File: src/rtl/serial_word_rx.sv
// rtl/serial_word_rx.sv - framed serial receiver: start bit, WIDTH data bits, stop bit, valid/ready word out
module serial_word_rx #(
    parameter int WIDTH     = 8,
    parameter bit LSB_FIRST = 1'b1
) (
    input  logic             clk,
    input  logic             rst,
    input  logic             sin,
    input  logic             sin_en,
    output logic [WIDTH-1:0] dout,
    output logic             dout_valid,
    input  logic             dout_ready,
    output logic             busy,
    output logic             frame_err,
    output logic             overrun
);

    localparam int CW = (WIDTH > 1) ? $clog2(WIDTH) : 1;
    localparam logic [CW-1:0] LAST_BIT = CW'(WIDTH - 1);

    typedef enum logic [1:0] {
        IDLE = 2'd0,
        DATA = 2'd1,
        STOP = 2'd2
    } state_t;

    state_t           state;
    logic [CW-1:0]    cnt;
    logic [WIDTH-1:0] sreg;
    logic [WIDTH-1:0] sreg_next;
    logic             load;
    logic             accept;

    // LSB-first shifts in from the top so the first bit ends up in bit 0
    always_comb begin
        sreg_next = sreg;
        if (LSB_FIRST) begin
            sreg_next = {sin, sreg[WIDTH-1:1]};
        end else begin
            sreg_next = {sreg[WIDTH-2:0], sin};
        end
    end

    assign load   = sin_en && (state == STOP) && sin;
    assign accept = dout_valid && dout_ready;

    always_ff @(posedge clk or negedge rst) begin
        if (!rst) begin
            state      <= IDLE;
            cnt        <= '0;
            sreg       <= '0;
            dout       <= '0;
            dout_valid <= 1'b0;
            busy       <= 1'b0;
            frame_err  <= 1'b0;
            overrun    <= 1'b0;
        end else begin
            if (sin_en) begin
                case (state)
                    IDLE: begin
                        if (!sin) begin
                            state <= DATA;
                            busy  <= 1'b1;
                            cnt   <= '0;
                        end
                    end
                    DATA: begin
                        sreg <= sreg_next;
                        if (cnt == LAST_BIT) begin
                            state <= STOP;
                            cnt   <= '0;
                        end else begin
                            cnt <= cnt + CW'(1);
                        end
                    end
                    STOP: begin
                        // a low stop bit is not treated as the next start bit
                        state <= IDLE;
                        busy  <= 1'b0;
                        if (!sin) begin
                            frame_err <= 1'b1;
                        end
                    end
                    default: begin
                        state <= IDLE;
                        busy  <= 1'b0;
                        cnt   <= '0;
                    end
                endcase
            end

            // a new word may replace the held one only if it is free or being taken now
            if (load) begin
                if (!dout_valid || accept) begin
                    dout       <= sreg;
                    dout_valid <= 1'b1;
                end else begin
                    overrun <= 1'b1;
                end
            end else if (accept) begin
                dout_valid <= 1'b0;
            end
        end
    end

endmodule

File: config.mk
export PLATFORM = sky130hd
export DESIGN_NAME = serial_word_rx
export DESIGN_NICKNAME = d
export VERILOG_FILES = /design/src/rtl/serial_word_rx.sv
export SDC_FILE = /design/constraint.sdc
export NUM_CORES = 1
export LEC_CHECK = 0
export CORE_MARGIN = 2
export CORE_UTILIZATION = 54
export DETAILED_ROUTE_END_ITERATION = 7
export MAX_ROUTING_LAYER = met4
export PLACE_DENSITY = 0.81
export SETUP_SLACK_MARGIN = 0.1
export SLEW_MARGIN = 20
export SYNTH_ARGS = -nofsm -noshare
export SYNTH_HDL_FRONTEND = slang
export SYNTH_SLANG_ARGS = --single-unit
File: constraint.sdc
create_clock -name clk -period 3 [get_ports clk]
set_input_delay 0.6 -clock clk [delete_from_list [all_inputs] [get_ports clk]]
set_output_delay 0.6 -clock clk [all_outputs]
set_load 0.05 [all_outputs]
Word-level counts from Yosys, hierarchy flattened. Index checks and enable logic that the tools add are counted.

Bits in read-only memories: 0. Output and inout port bits: 12. Memories: 0. RAM bits: 0. Register bits: 25. Word-level logic and storage cells: 45. Bits of input ports: 5. Latch bits: 0.

Magnitude comparators: 0. $mul: 0. Equality and inequality tests: 6. Div/mod/pow operators: 0. Bitwise operators: 4. Shifts and indexed selects: 0. Multiplexer cells: 11. Add/subtract/negate cells: 1. Reduce and logical (&&, ||, !) cells: 15.

Operators with widths (number): AND reduction 3 bit (4); one-hot mux 3 bit (3 select lines) (1); AND reduction 2 bit (4); 2-to-1 mux 3 bit (2); 2-to-1 mux 1 bit (4); 2-to-1 mux 2 bit (2); inequality test 2 bit, second input constant (2); NOT 1 bit (4); one-hot mux 2 bit (2 select lines) (1); adder 3 x 1 -> 3 bit, second input constant (1); equality test 3 bit, second input constant (1); logical AND 1 bit (3); equality test 2 x 1 -> 1 bit, second input constant (1); equality test 2 bit, second input constant (1); zero test 2 bit (1); inequality test 2 x 1 -> 1 bit, second input constant (1); one-hot mux 1 bit (2 select lines) (1); nonzero test 2 bit (1); zero test 1 bit (1); logical OR 1 bit (1).

Longest topological paths before layout. Gate-level depths: netlist of run 1.

Word-level depth: 5. Mapped depth: 5. Mapped depth without buffers: 5.

Worst setup path before layout of run 1. OpenSTA, ideal clock, no wires.

Path type: reg-to-reg. Start: register dout_valid. End: register dout[0]. Required time: 2.875 ns. Arrival time: 1.334 ns. Stages on the path, launching flop included: 5. Slack: 1.541 ns. Library setup time: 0.125 ns. Buffers on the path: 1. Clock period less this slack: 1.459 ns. Path through: dfrtp_1 nand2b_1 nor2b_2 buf_6 mux2_4.

Longest elaborated chain between the ends: 3. Elaborated cells between the ends (all ways): 4. Classes of those cells: 4 x reduce/logical.

Ends and longest elaborated chain: start, declared (RTL line 11) `output logic dout_valid,`; start signal, assigned (RTL line 53) `dout_valid <= 1'b0;`; start signal, assigned (RTL line 96) `dout_valid <= 1'b1;`; start signal, assigned (RTL line 101) `dout_valid <= 1'b0;`; zero test 1 bit / logical AND 1 bit (equally long branches) (RTL line 94, 45); logical OR 1 bit * (RTL line 94) `if (!dout_valid || accept) begin`; AND reduction 2 bit (no line) *; end signal, assigned (RTL line 95) `dout <= sreg;`; end, declared (RTL line 10) `output logic [WIDTH-1:0] dout,`.

Every way passes the cells marked *; elsewhere a longest branch is shown, timed or not. A chain may end at the register's enable or synchronous reset.

Final worst setup path of run 1.
Start: register dout[6]. End: output port dout[6].

No word-level cell between the ends.

==> impl_metrics.yaml, run 1 <==
final_layout:
  postLayoutCoreUtil: 0.7028
  nFillCells: 141
  diodes: 0
  drive_above_1_share: 0.2989
  syn2layout_area_growth_pct: 20.41
  final_nets: 95
  final_cell_area_um2: 1240
clocking:
  post_cts_buffers: 0
  clk_latency_ns: 0.33
  cts_resized: 0
  cts_made_buffers: 3
  path_clk_slew_ns: 0.14
  cts_root_buf: "clkbuf_4"
  clk_path_buf_depth: 2
  cts_num_sinks: 25
  ctsHoldBuffers: 0
  h-tree-depth: 1
  cts_tree: "built"
timing:
  skew_ns: 0.01707
  period_needed_ns: 2.119
  rsz0062_at_grt: "false"
  post-route-period-util: 0.7063
  slew_headroom: 0.6262
  hold_viol_final: 0
  setup_viol: 0
  tightestPinTransition_ns: 0.5581
  fin_setup_tns_ns: 0
  fmax_mhz: 471.9
  drv_slew: 0
  fin_ws_ns: 0.8811
place:
  gp_congestion: 0.7102
  place_area_um2: 1210
  dp_slack_ns: 0.6691
  dp_hpwl_um: 1118
  io_buffer_count: 16
power_and_ir_drop:
  p_leak_nw: 0.5775
  p_per_area_nw_per_um2: 863.5
  peakVddDrop_mv: 0.4819
critical_path:
  cp.arrival_ns: 1.52
  worstSetupEndpoint: "dout[6]"
  critPathBufInv: 1
  slowest_delay_ns: 0.81
  start_kind: "flip-flop"
  critPathSlowestCell: "clkdlybuf4s50_1"
  r2r-end: "dout[0]$_DFFE_PN0P_"
  end_kind: "primary output"
  startpoint: "dout[6]$_DFFE_PN0P_"
  required_ns: 2.40
  critical_path_class: "reg2out"
  ff2ff_setup_slack_ns: 1.36
  cp.depth: 1
  rr_startpoint: "state[0]$_DFFE_PN0P_"
  ff2ff_path_depth: 3
  path_cells: "clkdlybuf4s50_1"
  path_max_fanout: 2
  path_delay_family: "buffers and inverters"
synthesis:
  syn-num-nets: 75
  netlist_area_um2: 1030
  synth_warnings: 0
  yosys.area.top_type_share: 0.6075
  synth.area.top_cells: "dfrtp_1 (61%), mux2_4 (12%), mux2_2 (9.8%)"
  synth_common_cells: "dfrtp_1 (25), mux2_2 (9), mux2_4 (8)"
  yosysMostFrequentCell: "dfrtp_1"
  synthArstFlopShare: 1.000
  synth.distinct_cells: 20
  ys.flop_type: "dfrtp_1"
  ys_seq_elements: 25
  seq_area_frac_synth: 0.6075
  syn_area_per_cell_um2: 15.14
  synth_largest_area_cell: "dfrtp_1"
  synth_cells: 68
  synth-edff-count: 0
global_route:
  antenna_found_initial: 0
  grt_pass1_vias: 552
  grt-ovfl-total: 0
  grt_util_all_layers: 0.1765
  grt_pass1_wl_um: 2553
  grt_start_max_net_pins: 26
run_status:
  status: "completed"
drt:
  drcViolationCount: 0
  drt_iter0_markers: 4
  ant_nets: 0
  via_per_inst: 5.232
  first_pass_iters: 3
  vias: 586
  wl_um: 1598
  routedWlPerCell_um: 14.27
floorplanning:
  num_io_pins: 17
  dieWidth_um: 47.67
  die_h_um: 47.67
  design.core.area_um2: 1764
  row_count: 15
  dieArea_um2: 2272
  start_util: 0.5837
hold_path:
  hold_path.class: "reg2reg"
flow_run:
  max_cap_violations: 0
-- report_power, final --
part / internal [mW] / total, mW / leakage, nW / switching, mW
registers: 0.449 / 0.528 / 0.319 / 0.0784
clock network: 0.0510 / 0.152 / 0.0139 / 0.101
logic: 0.189 / 0.391 / 0.245 / 0.202
total: 0.689 / 1.07 / 0.578 / 0.382
-- how the worst min path moves through the flow --
stage          depth (start not counted)  slack, ns                    end             startpoint
6_report                               1       0.48  frame_err$_DFFE_PN0P_  frame_err$_DFFE_PN0P_
5_1_grt                                1       0.50  frame_err$_DFFE_PN0P_  frame_err$_DFFE_PN0P_
4_1_cts                                1       0.48  frame_err$_DFFE_PN0P_  frame_err$_DFFE_PN0P_
3_5_place_dp                           1       0.45  frame_err$_DFFE_PN0P_  frame_err$_DFFE_PN0P_
3_3_place_gp                           1       0.45  frame_err$_DFFE_PN0P_  frame_err$_DFFE_PN0P_
2_1_floorplan                          0       0.30       busy$_DFFE_PN0P_                    rst
-- kinds of logic (layout without fill, tap and decap cells) --
group | count (synthesis) | count (layout) | synth area share
AO/OA/AOI/OAI | 9 | 9 | 0.06197
AND/OR/NAND/NOR | 10 | 10 | 0.06198
multiplexers | 17 | 17 | 0.2151
buffers and inverters | 5 | 24 | 0.02916
flip-flops | 25 | 25 | 0.6075
adder cells (fa/ha/maj) | 2 | 2 | 0.02430
-- final cells by class --
| cell class | count | area (um^2) | area share |
|---|---|---|---|
| Tap cell | 25 | 31.28 | 0.02523 |
| Clock inverter | 1 | 7.507 | 0.006054 |
| Timing Repair Buffer | 17 | 167.7 | 0.1352 |
| Inverter | 3 | 11.26 | 0.009082 |
| Clock buffer | 3 | 22.52 | 0.01816 |
| Sequential cell | 25 | 625.6 | 0.5045 |
| Multi-Input combinational cell | 38 | 374.1 | 0.3017 |
-- placed cells by master, fill, tap and decap left out --
| master | netlist | routed |
|---|---|---|
| o21ai_0 | 3 | 3 |
| nor2b_2 | 1 | 1 |
| clkdlybuf4s50_1 | 0 | 16 |
| nand2b_1 | 1 | 1 |
| a22o_2 | 1 | 1 |
| nand3b_1 | 1 | 1 |
| nand4b_2 | 1 | 1 |
| o21bai_1 | 1 | 1 |
| a21o_2 | 1 | 1 |
| mux2_4 | 8 | 8 |
| inv_1 | 3 | 3 |
| nor3b_1 | 1 | 1 |
| mux2_2 | 9 | 9 |
| ha_1 | 2 | 2 |
| buf_4 | 1 | 1 |
| clkinvlp_4 | 0 | 1 |
| a22o_1 | 2 | 2 |
| a21oi_1 | 1 | 1 |
| nor2_1 | 3 | 3 |
| dfrtp_1 | 25 | 25 |
| nand2_1 | 2 | 2 |
| clkbuf_4 | 0 | 3 |
-- registers in the layout (all words and copies together), names as in the netlist --
register    cells
frame_err       1
busy            1
dout            8
state           2
sreg            8
overrun         1
dout_valid      1
cnt             3
-- through the flow --
stage | std cells | total power, mW | hold WS (ns)
after floorplan | 68 | 0.8066 | 0.3044
after global placement | 108 | 0.9090 | 0.4461
after detailed placement | 108 | 0.9278 | 0.4482
after CTS | 112 | 1.084 | 0.4790
after global routing | 112 | 1.136 | 0.4965
final | 112 | 1.071 | 0.4771
-- per-layer routing --
metal | vias to the layer above | part of all wire | GRT usage
met5 | - | 0 | -
met4 | 0 | 0.023 | 0.1135
met3 | 4 | 0.033 | 0.03396
met2 | 12 | 0.47 | 0.2378
met1 | 294 | 0.47 | 0.2426
li1 | 276 | - | -
Note: power is estimated with default switching activity, not from simulation.
==> run 2: changes to the inputs <==
Settings changed: CORE_UTILIZATION 54 to 50, PLACE_DENSITY 0.81 to 0.76.
Clock period 3 ns to 2 ns, I/O delays scaled along.
==> run 2 against run 1 <==
Total power is 47% higher. Clock-buffer cell count increased by 1. Final cell count rose by 4.5%. Global-route usage is 2.6 points lower. Flip-flop and latch count stayed put. Setup slack worse by 0.50 ns. Core utilization is 4.6 points lower. Sequential power is 49% higher. Clock power up 41%. Register-to-register slack worse by 0.77 ns.
==> impl_metrics.yaml, run 2 (same netlist as run 1, synthesis figures left out) <==
critical_path:
  slowest_delay_ns: 0.54
  critical_path_class: "reg2out"
  path_delay_family: "buffers and inverters"
  critPathSlowestCell: "dlygate4sd2_1"
  end_kind: "primary output"
  path_cells: "dlygate4sd2_1"
  cp.arrival_ns: 1.22
  start_kind: "flip-flop"
  critPathBufInv: 1
  path_max_fanout: 2
  required_ns: 1.60
clocking:
  h-tree-depth: 1
  cts_root_buf: "clkbuf_4"
  clk_latency_ns: 0.30
  cts_made_buffers: 3
  cts_tree: "built"
  clk_path_buf_depth: 2
  ctsHoldBuffers: 0
  path_clk_slew_ns: 0.13
  cts_num_sinks: 25
global_route:
  grt_util_all_layers: 0.1509
  antenna_found_initial: 0
  grt_pass1_vias: 592
  grt_pass1_wl_um: 2656
  grt_start_max_net_pins: 26
  grt-ovfl-total: 0
hold_path:
  hold_path.class: "in2async"
power_and_ir_drop:
  p_per_area_nw_per_um2: 1223
  peakVddDrop_mv: 0.7079
  p_total_mw: 1.576
  p_leak_nw: 0.7458
final_layout:
  final_nets: 98
  syn2layout_area_growth_pct: 25.15
  reg.largest.list: "dout x8, sreg x8, cnt x3"
  postLayoutCoreUtil: 0.6569
  nFillCells: 161
  final_common_cell: "dfrtp_1"
  diodes: 0
  final_cell_mix: "dfrtp_1 (25), mux2_2 (9), mux2_4 (8), dlymetal6s2s_1 (8)"
  instances_no_fill: 117
  drive_above_1_share: 0.3111
  final_cell_area_um2: 1289
timing:
  period_needed_ns: 1.620
  slew_headroom: 0.6644
  fin_ws_ns: 0.3799
  fin_setup_tns_ns: 0
  tightestPinTransition_ns: 0.5026
  rsz0062_at_grt: "false"
  post-route-period-util: 0.8101
  hold_ws_ns: 0.4342
  setup_viol: 0
  skew_ns: 0.003559
  fmax_mhz: 617.2
  drv_slew: 0
  hold_viol_final: 0
floorplanning:
  dieWidth_um: 49.38
  start_util: 0.5249
  row_count: 16
  design.core.area_um2: 1962
  die_h_um: 49.38
  dieArea_um2: 2438
  num_io_pins: 17
place:
  gp_congestion: 0.7254
  io_buffer_count: 16
  dp.cells: 113
  dp_slack_ns: 0.1599
  place_area_um2: 1247
  dp_hpwl_um: 1075
run_status:
  status: "completed"
drt:
  first_pass_iters: 2
  drt_iter0_markers: 1
  drcViolationCount: 0
  routedWlPerCell_um: 12.44
  vias: 587
  wl_um: 1456
  via_per_inst: 5.017
  ant_nets: 0
flow_run:
  max_cap_violations: 0
run 2: changes by cell type in the layout (fill, tap and decap cells not counted), sizes merged:
cell,before,now
dlygate4sd2,0,4
clkinvlp,1,0
clkdlybuf4s50,16,4
dlymetal6s2s,0,8
buf,1,4
clkbuf,3,4
run 2: what timing repair did:
action	in CTS	in global routing
gates resized for setup	4	8
setup buffers	0	0
cloned	0	0
endpoints found under the setup margin	4	8
run 2: metal layers:
layer	up-vias	track usage	wire, um
met3	2	0.03988	76
met1	289	0.1972	689
met2	12	0.2207	682
li1	284	-	-
met5	-	-	0
met4	0	0.06944	8
run 2: final cells by class:
| cell class | count | area (um^2) | area share |
|---|---|---|---|
| sequential | 25 | 625.6 | 0.4854 |
| multi-input combinational | 38 | 374.1 | 0.2903 |
| timing repair buffer | 20 | 217.7 | 0.1689 |
| tap | 27 | 33.78 | 0.02621 |
| clock buffer | 4 | 26.28 | 0.02039 |
| inverter | 3 | 11.26 | 0.008738 |
run 2: final timing paths:
| kind | start | to | slack, ns | cells after the start |
|---|---|---|---|---|
| max | dout[4]$_DFFE_PN0P_ | dout[4] | 0.38 | 1 |
| max in group asynchronous | rst | state[1]$_DFFE_PN0P_ | 1.33 | 2 |
| min reg2reg | frame_err$_DFFE_PN0P_ | frame_err$_DFFE_PN0P_ | 0.47 | 1 |
| min in group clk | frame_err$_DFFE_PN0P_ | frame_err$_DFFE_PN0P_ | 0.47 | 1 |
| max reg2reg | state[0]$_DFFE_PN0P_ | dout[1]$_DFFE_PN0P_ | 0.59 | 4 |
| min | rst | sreg[5]$_DFFE_PN0P_ | 0.43 | 2 |
run 2: report_power, final:
part	leakage, nW	internal (mW)	total, mW	switching, mW
Clock	0.0150	0.0777	0.214	0.136
Sequential	0.319	0.674	0.786	0.112
Combinational	0.412	0.276	0.576	0.300
run 2: worst reg2reg max path: cells and delay by family, from the launching register on:
family | cells | cell delay [ns]
mux | 1 | 0.29
simple gates | 2 | 0.43
buf+inv | 1 | 0.15
flops | 1 | 0.44
==> RTL change 1, RTL diff (settings of run 2) <==
The 3 states of `state_t` get a one-hot encoding in 3 bits.
--- a/src/rtl/serial_word_rx.sv
+++ b/src/rtl/serial_word_rx.sv
@@ -18,10 +18,10 @@
     localparam int CW = (WIDTH > 1) ? $clog2(WIDTH) : 1;
     localparam logic [CW-1:0] LAST_BIT = CW'(WIDTH - 1);
 
-    typedef enum logic [1:0] {
-        IDLE = 2'd0,
-        DATA = 2'd1,
-        STOP = 2'd2
+    typedef enum logic [2:0] {
+        IDLE = 3'b001,
+        DATA = 3'b010,
+        STOP = 3'b100
     } state_t;
 
     state_t           state;
Check against the original RTL: no difference found for any inputs over 10 cycles, from zero or initial values and one cycle with rst low; not proved beyond that.
==> RTL change 1 against run 2 <==
- first-iteration DRC count did not move
- non-clock buffer count fell by 1
- final area rose by 5.7%
- sequential cell count rose by 1
- count of clock-buffer cells in the layout fell by 1
- clock skew rose by 2.0 ps
- critical path depth did not move
- wire length rose by 24%
- synthesized area rose by 11%
- power fell by 11%
- setup slack got worse by 48 ps
- largest power group unchanged
- highest routed layer unchanged
==> RTL change 1: results (changes against run 2) <==
status completed; clock buffer depth 2 (unchanged); Critical Path AT 1270 ps (+50 ps); Clock Latency Late Sink 320 ps (+20 ps); Synth Area in Compound Gates 8.02% (+1.8 points); mux contribution to synthesized area 16.7% (-4.8 points); nets 114 (+16%); post-synthesis adder-cell area fraction 2.20% (-0.23 points); worst r2r path cells 3 (-1); FF-to-FF End dout[7]; Post-Syn Nets 94 (+25%); CP Capture Point busy; largest cells by area after synthesis dfrtp_1 55%, mux2_2 16%, nand2_1 2.6%; synthesis warning total 0 (unchanged); worst hold margin 421 ps (-12.9 ps); initial antenna violation count 0 (unchanged); vias in the first global route 707 (+19%); Worst-Margin Slew 498 ps (-4.79 ps); Routed WL per cell 13.5 um (+8.2%); Max VDD drop 0.892 mV (+26%); Placer Congestion 0.756 (+4.3%); Post-DP HPWL 1.29 mm (+20%); reg2reg start state[0]; TritonRoute pass-1 iters 4 (+2); clock-pin slew on the worst setup and hold paths 140 ps; Max Clock Skew 5.60 ps (+2.04 ps); slowest CP cell dlygate4sd2_1; top_reg_cell synth dfrtp_1; port bufs 16 (unchanged); largest net degree at the start of global routing 27 (+3.8%); antenna cells 0 (unchanged); worst hold path type in2async; top flop regs dout: 8 flops, sreg: 8 flops; share of cells above drive strength 1 25.5% (-5.6 points); CP max stage delay 540 ps (about the same); Vias/cell 5.29 (+5.5%); post-synthesis xor/xnor area fraction 0% (unchanged); Iteration-0 DRC Markers 1 (unchanged); Post-synth top cells 25 x dfrtp_1, 16 x mux2_2, 8 x nand2_1; Clock H-tree levels 1 (unchanged); root buf cell clkbuf_4; worst-path maximum fanout 4 (+2); r2r setup slk 480 ps (-110 ps); Switch Pwr 0.000406 W (-26%); CTS Buf Count 3 (unchanged); Pleak 0.718 nW (-3.7%); ys async rst share 100% (unchanged); Yosys cell types 26 (+30%); CP delay by family, top buffers and inverters; CP startpoint busy; sequential area share after synthesis 57.3% (-3.5 points); GRT Total Usage 17.0% (+1.9 points); first-pass GRT wire length 3.15 mm (+19%); area post-placement 0.00132 mm^2 (+5.9%)
-- RTL change 1: metal layers --
metal / part of all wire [%] / wire length [um] / track usage (%) / vias up
li1: - / - / - / 345
met1: 47 / 842 / 21.0 / 350
met2: 48 / 865 / 25.6 / 10
met3: 2.7 / 49 / 3.45 / 4
met4: 2.5 / 46 / 10.5 / 0
met5: 0 / 0 / - / -
-- RTL change 1: worst register-to-register path, delay by kind of cell (launching register included) --
family           cells  cell delay (ps)
multiplexers         1              350
AND/OR/NAND/NOR      2              450
flip-flops           1              630
-- RTL change 1: through the flow --
stage	setup slack, ps	power (W)	cells
after floorplan	550	0.00101	87
after global placement	159	0.00105	130
after detailed placement	119	0.00108	130
after CTS	107	0.00143	134
after global routing	262	0.00150	134
final	332	0.00141	134
-- RTL change 1: cell type report --
cell class              instances  area (um^2)
multi-input cells              52          433
clock buffers                   3         22.5
flip-flops and latches         26          652
repair buffers                 19          171
inverters                       5         18.8
clock inverters                 1         30.0
well taps                      28         35.0
fillers                       182          828
-- RTL change 1: cells by family (layout without fill, tap and decap cells) --
family | after synthesis | after routing
AO/OA/AOI/OAI | 14 | 14
buffers and inverters | 9 | 28
multiplexers | 17 | 17
adder cells (fa/ha/maj) | 2 | 2
AND/OR/NAND/NOR | 19 | 19
flip-flops | 26 | 26
-- RTL change 1: worst min-delay path by stage --
| stage | from | endpoint | depth (start not counted) |
|---|---|---|---|
| floorplan | rst | busy | 0 |
| global placement | frame_err | frame_err | 1 |
| detailed placement | frame_err | frame_err | 1 |
| CTS | rst | state[1] | 2 |
| global route | rst | state[1] | 2 |
| finish | rst | state[1] | 2 |
-- RTL change 1: what timing repair did --
item / CTS / global route
buffers inserted: 0 / 0
cloned: 0 / 0
endpoints found under the setup margin: 11 / 1
pin swaps: 0 / 0
gates resized for setup: 11 / 1
-- RTL change 1: power groups by stage --
stage,Clock [W],Sequential (W),Combinational [W]
floorplan,0,0.000738,0.000273
global placement,0,0.000751,0.000303
detailed placement,0,0.000758,0.000317
CTS,0.000369,0.000748,0.000310
global route,0.000382,0.000770,0.000345
finish,0.000357,0.000746,0.000304
==> RTL change 2, RTL diff (config.mk and constraints of run 2) <==
Without the edit above. `WIDTH`: 8 -> 4.
--- a/src/rtl/serial_word_rx.sv
+++ b/src/rtl/serial_word_rx.sv
@@ -1,6 +1,6 @@
 // rtl/serial_word_rx.sv - framed serial receiver: start bit, WIDTH data bits, stop bit, valid/ready word out
 module serial_word_rx #(
-    parameter int WIDTH     = 8,
+    parameter int WIDTH     = 4,
     parameter bit LSB_FIRST = 1'b1
 ) (
     input  logic             clk,
Interface: changed (resized dout); port bits go from 17 to 13. No check against the original RTL was run, so the function may have changed too.
==> RTL change 2 against run 2 <==
- clock skew up 1.3 ps
- count of clock-buffer cells in the layout unchanged
- synthesized area down 35%
- wire length down 32%
- setup slack worse by 230 ps
- power down 23%
- critical path depth unchanged
- sequential power down 33%
- sequential cell count down 9
- sequential share of layout area down 1.8 points
- final area down 33%
==> RTL change 2: results (changes against run 2) <==
Pleak 0.420 nW (-44%); CP max stage delay 800 ps (+260 ps); CP Capture Point frame_err; Max Clock Skew 4.85 ps (+1.29 ps); slowest CP cell clkdlybuf4s50_1; CP startpoint frame_err; Critical Path AT 1450 ps (+230 ps); clock-pin slew on the worst setup and hold paths 90 ps (-40 ps); Iteration-0 DRC Markers 2 (+1); port bufs 12 (-4); initial antenna violation count 0 (unchanged); FF-to-FF End dout[2]; sequential area share after synthesis 59.6% (-1.2 points); reg2reg start state[1]; largest net degree at the start of global routing 17 (-35%); final hold viol count 0 (unchanged); Rel. slew slack 67.1% (+0.66 points); TritonRoute pass-1 iters 3 (+1); Filler cells 98 (-39%); Post-DP HPWL 731 um (-32%); Max VDD drop 0.789 mV (+11%); Vias 428 (-27%); post-synthesis adder-cell area fraction 1.86% (-0.57 points); nets 73 (-26%); seq pwr 0.000527 W (-33%); post-CTS sizing 0 (-4); mux contribution to synthesized area 13.4% (-8.1 points); Post-Syn Nets 55 (-27%); top flop regs dout: 4 flops, sreg: 4 flops; Synth Area in Compound Gates 9.50% (+3.3 points); Routed WL per cell 12.2 um (-1.7%); Switch Pwr 0.000447 W (-19%); status completed; Placer Congestion 0.709 (-2.3%); Post-synth top cells 16 x dfrtp_1, 8 x mux2_2, 3 x inv_1, 3 x nor2_1; GRT Total Usage 16.7% (+1.6 points); largest cells by area after synthesis dfrtp_1 60%, mux2_2 13%, nand4b_4 3.5%; vias in the first global route 389 (-34%); share of cells above drive strength 1 25.8% (-5.4 points); first-pass GRT wire length 1.66 mm (-37%); worst r2r path cells 3 (-1)
## RTL change 2: final cells by class
cell class	instances	area, um^2	share of cell area (%)
Sequential cell	16	400	46.7
Multi-Input combinational cell	29	255	29.8
Timing Repair Buffer	14	135	15.8
Clock buffer	4	36.3	4.23
Tap cell	15	18.8	2.19
Inverter	3	11.3	1.31
## RTL change 2: kinds of logic after synthesis
logic type | count (synthesis)
flops | 16
simple gates | 11
compound gates | 9
mux | 8
buf+inv | 4
fa+ha+maj | 1
## RTL change 2: stage by stage
stage          cells  total power (W)  hold slack [ps]  setup slack [ps]
2_1_floorplan     49         0.000867              104               631
3_3_place_gp      77          0.00101              463               140
3_5_place_dp      77          0.00102              457               103
4_1_cts           81          0.00123              420               141
5_1_grt           81          0.00129              465               108
6_report          81          0.00121              413               154
## RTL change 2: layer usage
metal	vias to the layer above	track usage, %	wire (um)	share of wire, %
li1	207	-	-	-
met2	11	22.2	403	41
met1	205	22.4	496	50
met3	5	3.26	54	5.4
met5	-	-	0	0
met4	0	12.5	38	3.8
